<file path="src/rtl/fft_config_sequencer.sv">
// AXI4-Stream config source: emits a NUM_WORDS-long table sequence with a runtime
// forward/inverse override, an optional delayed auto-start and request-driven re-issue.
module fft_config_sequencer #(
    parameter int CONFIG_WIDTH = 16,
    parameter int NUM_WORDS    = 4,
    parameter logic [NUM_WORDS*CONFIG_WIDTH-1:0] CONFIG_TABLE = '0,
    parameter int INV_BIT      = 0,
    parameter int START_DELAY  = 4,
    parameter int AUTO_START   = 1
) (
    input  logic                    s_axis_video_aclk,
    input  logic                    s_axis_video_aresetn,
    input  logic                    reconfig_req,
    input  logic                    inverse,
    output logic [CONFIG_WIDTH-1:0] CONFIG_OUT_tdata,
    output logic                    CONFIG_OUT_tvalid,
    input  logic                    CONFIG_OUT_tready,
    output logic                    CONFIG_OUT_tlast,
    output logic                    busy,
    output logic                    done
);

    localparam int IW = $clog2(NUM_WORDS + 1);
    localparam logic [IW-1:0] LAST_IDX = IW'(NUM_WORDS - 1);
    localparam logic [7:0]    DLY      = 8'(START_DELAY);

    typedef enum logic [1:0] {IDLE, WAIT, SEND} state_t;
    localparam state_t RST_STATE = (AUTO_START != 0) ? WAIT : IDLE;

    state_t                  state_q, state_d;
    logic [7:0]              cnt_q, cnt_d;
    logic [IW-1:0]           idx_q, idx_d;
    logic                    pend_q, pend_d;
    logic                    inv_q, inv_d;
    logic [CONFIG_WIDTH-1:0] tdata_q, tdata_d;
    logic                    tvalid_q, tvalid_d;
    logic                    tlast_q, tlast_d;
    logic                    busy_q, busy_d;
    logic                    done_q, done_d;
    logic [IW-1:0]           nxt_idx;
    logic                    hs;

    // Table word with the FWD_INV field forced from the latched direction (1 = forward).
    function automatic logic [CONFIG_WIDTH-1:0] word_at(input logic [IW-1:0] idx, input logic inv);
        logic [CONFIG_WIDTH-1:0] w;
        w          = CONFIG_TABLE[int'(idx)*CONFIG_WIDTH +: CONFIG_WIDTH];
        w[INV_BIT] = ~inv;
        return w;
    endfunction

    assign hs      = tvalid_q & CONFIG_OUT_tready;
    assign nxt_idx = idx_q + 1'b1;

    always_comb begin
        state_d  = state_q;
        cnt_d    = cnt_q;
        idx_d    = idx_q;
        pend_d   = pend_q;
        inv_d    = inv_q;
        tdata_d  = tdata_q;
        tvalid_d = tvalid_q;
        tlast_d  = tlast_q;
        busy_d   = busy_q;
        done_d   = 1'b0;
        case (state_q)
            IDLE: begin
                busy_d = 1'b0;
                if (reconfig_req || pend_q) begin
                    state_d  = SEND;
                    pend_d   = 1'b0;
                    inv_d    = inverse;
                    idx_d    = '0;
                    tvalid_d = 1'b1;
                    tdata_d  = word_at('0, inverse);
                    tlast_d  = (LAST_IDX == '0);
                    busy_d   = 1'b1;
                end
            end
            WAIT: begin
                busy_d = 1'b1;
                if (reconfig_req) pend_d = 1'b1;
                if (cnt_q == DLY) begin
                    state_d  = SEND;
                    inv_d    = inverse;
                    idx_d    = '0;
                    tvalid_d = 1'b1;
                    tdata_d  = word_at('0, inverse);
                    tlast_d  = (LAST_IDX == '0);
                end else begin
                    cnt_d = cnt_q + 8'd1;
                end
            end
            SEND: begin
                if (reconfig_req) pend_d = 1'b1;
                if (hs) begin
                    if (tlast_q) begin
                        state_d  = IDLE;
                        idx_d    = '0;
                        tvalid_d = 1'b0;
                        tlast_d  = 1'b0;
                        tdata_d  = '0;
                        busy_d   = 1'b0;
                        done_d   = 1'b1;
                    end else begin
                        idx_d   = nxt_idx;
                        tdata_d = word_at(nxt_idx, inv_q);
                        tlast_d = (nxt_idx == LAST_IDX);
                    end
                end
            end
            default: state_d = RST_STATE;
        endcase
    end

    always_ff @(posedge s_axis_video_aclk or negedge s_axis_video_aresetn) begin
        if (!s_axis_video_aresetn) begin
            state_q  <= RST_STATE;
            cnt_q    <= '0;
            idx_q    <= '0;
            pend_q   <= 1'b0;
            inv_q    <= 1'b0;
            tdata_q  <= '0;
            tvalid_q <= 1'b0;
            tlast_q  <= 1'b0;
            busy_q   <= 1'b0;
            done_q   <= 1'b0;
        end else begin
            state_q  <= state_d;
            cnt_q    <= cnt_d;
            idx_q    <= idx_d;
            pend_q   <= pend_d;
            inv_q    <= inv_d;
            tdata_q  <= tdata_d;
            tvalid_q <= tvalid_d;
            tlast_q  <= tlast_d;
            busy_q   <= busy_d;
            done_q   <= done_d;
        end
    end

    assign CONFIG_OUT_tdata  = tdata_q;
    assign CONFIG_OUT_tvalid = tvalid_q;
    assign CONFIG_OUT_tlast  = tlast_q;
    assign busy              = busy_q;
    assign done              = done_q;

endmodule

</file>
<file path="config.mk">
export PLATFORM = sky130hd
export DESIGN_NAME = fft_config_sequencer
export DESIGN_NICKNAME = d
export VERILOG_FILES = /design/src/rtl/fft_config_sequencer.sv
export SDC_FILE = /design/constraint.sdc
export NUM_CORES = 1
export LEC_CHECK = 0
export CAP_MARGIN = 20
export CORE_ASPECT_RATIO = 1.5
export CORE_UTILIZATION = 50
export DETAILED_ROUTE_END_ITERATION = 16
export DONT_BUFFER_PORTS = 1
export PLACE_DENSITY_LB_ADDON = 0.05
export SYNTH_ARGS = -nofsm -noshare
export SYNTH_HDL_FRONTEND = slang
export SYNTH_SLANG_ARGS = --single-unit
</file>
<file path="constraint.sdc">
create_clock -name s_axis_video_aclk -period 2.1 [get_ports s_axis_video_aclk]
set_input_delay 0.525 -clock s_axis_video_aclk [delete_from_list [all_inputs] [get_ports s_axis_video_aclk]]
set_output_delay 0.525 -clock s_axis_video_aclk [all_outputs]
set_load 0.03 [all_outputs]
</file>
==> impl_summary.txt <==
----------------------------------------------------
[Cells and area]
  Most used cells in the layout excluding fill and tap cells ... 19 x dfrtp_1, 15 x conb_1, 9 x inv_1, 8 x nand2_1, 8 x ha_1
  Utilization after layout ... 0.539
  Filler cells ... 203
  Commonest non-fill, non-tap cell in the layout ... dfrtp_1
  Sequential Area ... 502 µm²
  Fraction of final layout cells with drive strength greater than 1 ... 0.164
  Area of combinational cells with multiple inputs ... 559 µm²
  Number of nets in the finished design ... 130
  Area growth syn-to-layout ... 2.70%
  Diode insertion count for antenna repair ... 0

[GRT]
  Global Route Usage Sum ... 0.169
  Total global routing overflow ... 0
  Initial antenna violation count ... 0
  Vias in the first global route ... 680
  Global-route wire length before repair ... 2880 µm
  Maximum number of pins on one net before global-route repair ... 20

[Drt]
  Residual DRC count ... 0
  Total length of routed wires ... 1800 µm
  Post-DRT Antenna Nets ... 0
  Average via count per standard cell ... 5.12
  First drt pass iteration count ... 4
  Routed length per placed instance ... 12.9 µm
  Via total after detailed routing ... 712
  Drt initial violations ... 11

[Floorplanning]
  Cell Rows ... 21
  Initial core utilization ... 0.525
  Vertical die dimension ... 61.0 µm
  I/O pins ... 25
  Full die area ... 2520 µm²
  Core footprint ... 2210 µm²
  Die width ... 41.3 µm

[Clock network]
  Number of levels in the clock H-tree ... 1
  Clock Path Buffers ... 2
  Clock Tree Root ... clkbuf_4
  Clock-pin transition on the worst setup and hold timing paths ... 110 ps
  Setup bufs post-CTS ... 0
  Number of buffers created by CTS ... 3
  Total of hold buffers inserted after clock tree synthesis ... 1
  Number of clock sinks seen by CTS ... 20
  Clock tree from TritonCTS ... done
  Clock latency reported for the late side of the worst-skew pair ... 290 ps
  Cts repair resizes ... 0

[STA]
  Sum of negative setup slack ... 0 ps
  Number of hold violations in the final report ... 0
  Final critical path time including I/O delays and setup ... 1910 ps
  Post-route worst hold slack ... 63.6 ps
  Period Utilization, post-route ... 0.910
  Final count of pins violating max slew ... 0
  Worst clock skew on the final layout ... 4.77 ps
  Worst-case headroom to the max-slew limit ... 0.435
  Worst slew pin tran ... 845 ps
  Count of final setup violators ... 0
  RSZ-0062 raised after global routing ... false
  FMAX ... 523 MHz

[Critical path]
  Slowest cell on the critical path ... or4_4
  Biggest cell delay along the critical path ... 560 ps
  Setup crit start ... cnt_q[5]
  Cell-by-cell trace of the critical path ... or4_4, o31ai_4, buf_4, nand3_4, mux2_2
  Setup Crit Path Kind ... flip-flop to flip-flop
  Reg-to-Reg Start ... cnt_q[5]
  Crit-path max FO ... 7
  CP arrival ... 2100 ps
  Crit path required time ... 2290 ps
  Crit start category ... flip-flop
  Crit end category ... flip-flop

[Placed design]
  Weighted congestion at the end of routability-driven global placement ... 0.702
  HPWL after detailed placement ... 1400 µm
  Port Buffer Count ... 0

[Outcome]
  Run status ... finished, final reports clean

[Logic synthesis]
  Number of distinct library cells after synthesis ... 28
  Portion of the post-synthesis area used by sequential elements ... 0.433
  Avg Cell Area, Syn ... 10.6 µm²
  Yosys warnings ... 0
  Gate Count Post-Synth ... 109
  Number of synthesized register bits ... 20
  Post-synthesis cell area ... 1160 µm²

[Flow run]
  Max-capacitance violation count ... 0

[Pwr]
  Power, Total ... 1.31 mW
  Static leakage ... 0.576 nW
  Max VDD drop ... 477 µV
  Power per cell area ... 1100 nW/µm²

[Hold path]
  Class of the worst hold path ... input pin to asynchronous set/reset pin

----------------------------------------------------
-- through the flow --
step	setup slack, ps	instance area, µm²	std cells
finish	189	1190	139
global route	114	1190	139
CTS	177	1190	139
detailed placement	188	1150	134
global placement	222	1150	134
floorplan	162	1210	123
-- layer usage --
metal  global-route usage  vias to the layer above  routed length, µm
met5                    0                        -                  0
met4               0.0553                        0                  0
met3               0.0330                        0                 54
met2                0.301                       13               1030
met1                0.190                      345                713
li1                     -                      354                  -
-- logic make-up (layout without fill, tap and decap cells) --
group	Yosys count	in the layout	share of synthesized area
compound gates	15	15	0.100
xor+xnor	7	7	0.0529
fa+ha+maj	8	8	0.0864
buf+inv	25	18	0.130
flops	20	20	0.433
mux	7	7	0.0680
other cells	1	15	0.00324
simple gates	26	26	0.126
-- final timing paths --
kind | to | slack (ps) | cells after the start
setup / recovery | CONFIG_OUT_tlast | 190 | 5
hold / removal | state_q[0] | 60 | 0
setup reg to reg | CONFIG_OUT_tlast | 190 | 5
hold reg to reg | cnt_q[7] | 490 | 1
max in group asynchronous | pend_q | 800 | 1
min in group s_axis_video_aclk | inv_q | 380 | 1
-- cell type report --
class | instances | share of cell area
multi-input cells | 78 | 0.470
flip-flops and latches | 20 | 0.422
clock buffers | 4 | 0.0221
well taps | 23 | 0.0242
repair buffers | 5 | 0.0336
inverters | 9 | 0.0284
-- power by group --
part           internal (mW)  switching [mW]  total, mW
clock network         0.0738           0.109      0.183
registers              0.474          0.0969      0.571
logic                  0.246           0.313      0.558
-- sequential cells by signal, indices dropped and copies added (netlist names) --
register / flops
CONFIG_OUT_tdata: 1
done: 1
idx_q: 3
CONFIG_OUT_tvalid: 1
inv_q: 1
pend_q: 1
CONFIG_OUT_tlast: 1
busy: 1
cnt_q: 8
state_q: 2
-- cells in the mapped netlist --
| cell | n | share of area |
|---|---|---|
| dfstp_2 | 1 | 0.023 |
| a21oi_1 | 3 | 0.013 |
| xnor2_1 | 6 | 0.045 |
| a211oi_1 | 1 | 0.0065 |
| o31ai_4 | 1 | 0.018 |
| or4_4 | 1 | 0.0097 |
| xor2_1 | 1 | 0.0076 |
| nand4_1 | 4 | 0.022 |
| o2111ai_1 | 1 | 0.0076 |
| clkbuf_1 | 1 | 0.0032 |
| o22ai_1 | 1 | 0.0054 |
| buf_4 | 15 | 0.097 |
| conb_1 | 1 | 0.0032 |
| ha_1 | 8 | 0.086 |
| dfrtp_1 | 19 | 0.41 |
| o21ai_0 | 3 | 0.013 |
| o2bb2ai_1 | 3 | 0.023 |
| nand2_1 | 8 | 0.026 |
| o211ai_1 | 1 | 0.0065 |
| inv_1 | 9 | 0.029 |
| nand3_1 | 2 | 0.0086 |
| and3_1 | 2 | 0.011 |
| nand3_4 | 1 | 0.015 |
| mux2_2 | 7 | 0.068 |
| a2bb2oi_1 | 1 | 0.0076 |
| nor2_1 | 5 | 0.016 |
| nand2b_1 | 2 | 0.011 |
| or3b_2 | 1 | 0.0076 |
-- worst max-delay path: cells and delay by family (launching register included) --
| family | cells | cell delay (ps) |
|---|---|---|
| buffers and inverters | 1 | 180 |
| multiplexers | 1 | 290 |
| flip-flops | 1 | 430 |
| AO/OA/AOI/OAI | 1 | 230 |
| AND/OR/NAND/NOR | 2 | 670 |
No activity file was read; power rests on OpenSTA's default activity.
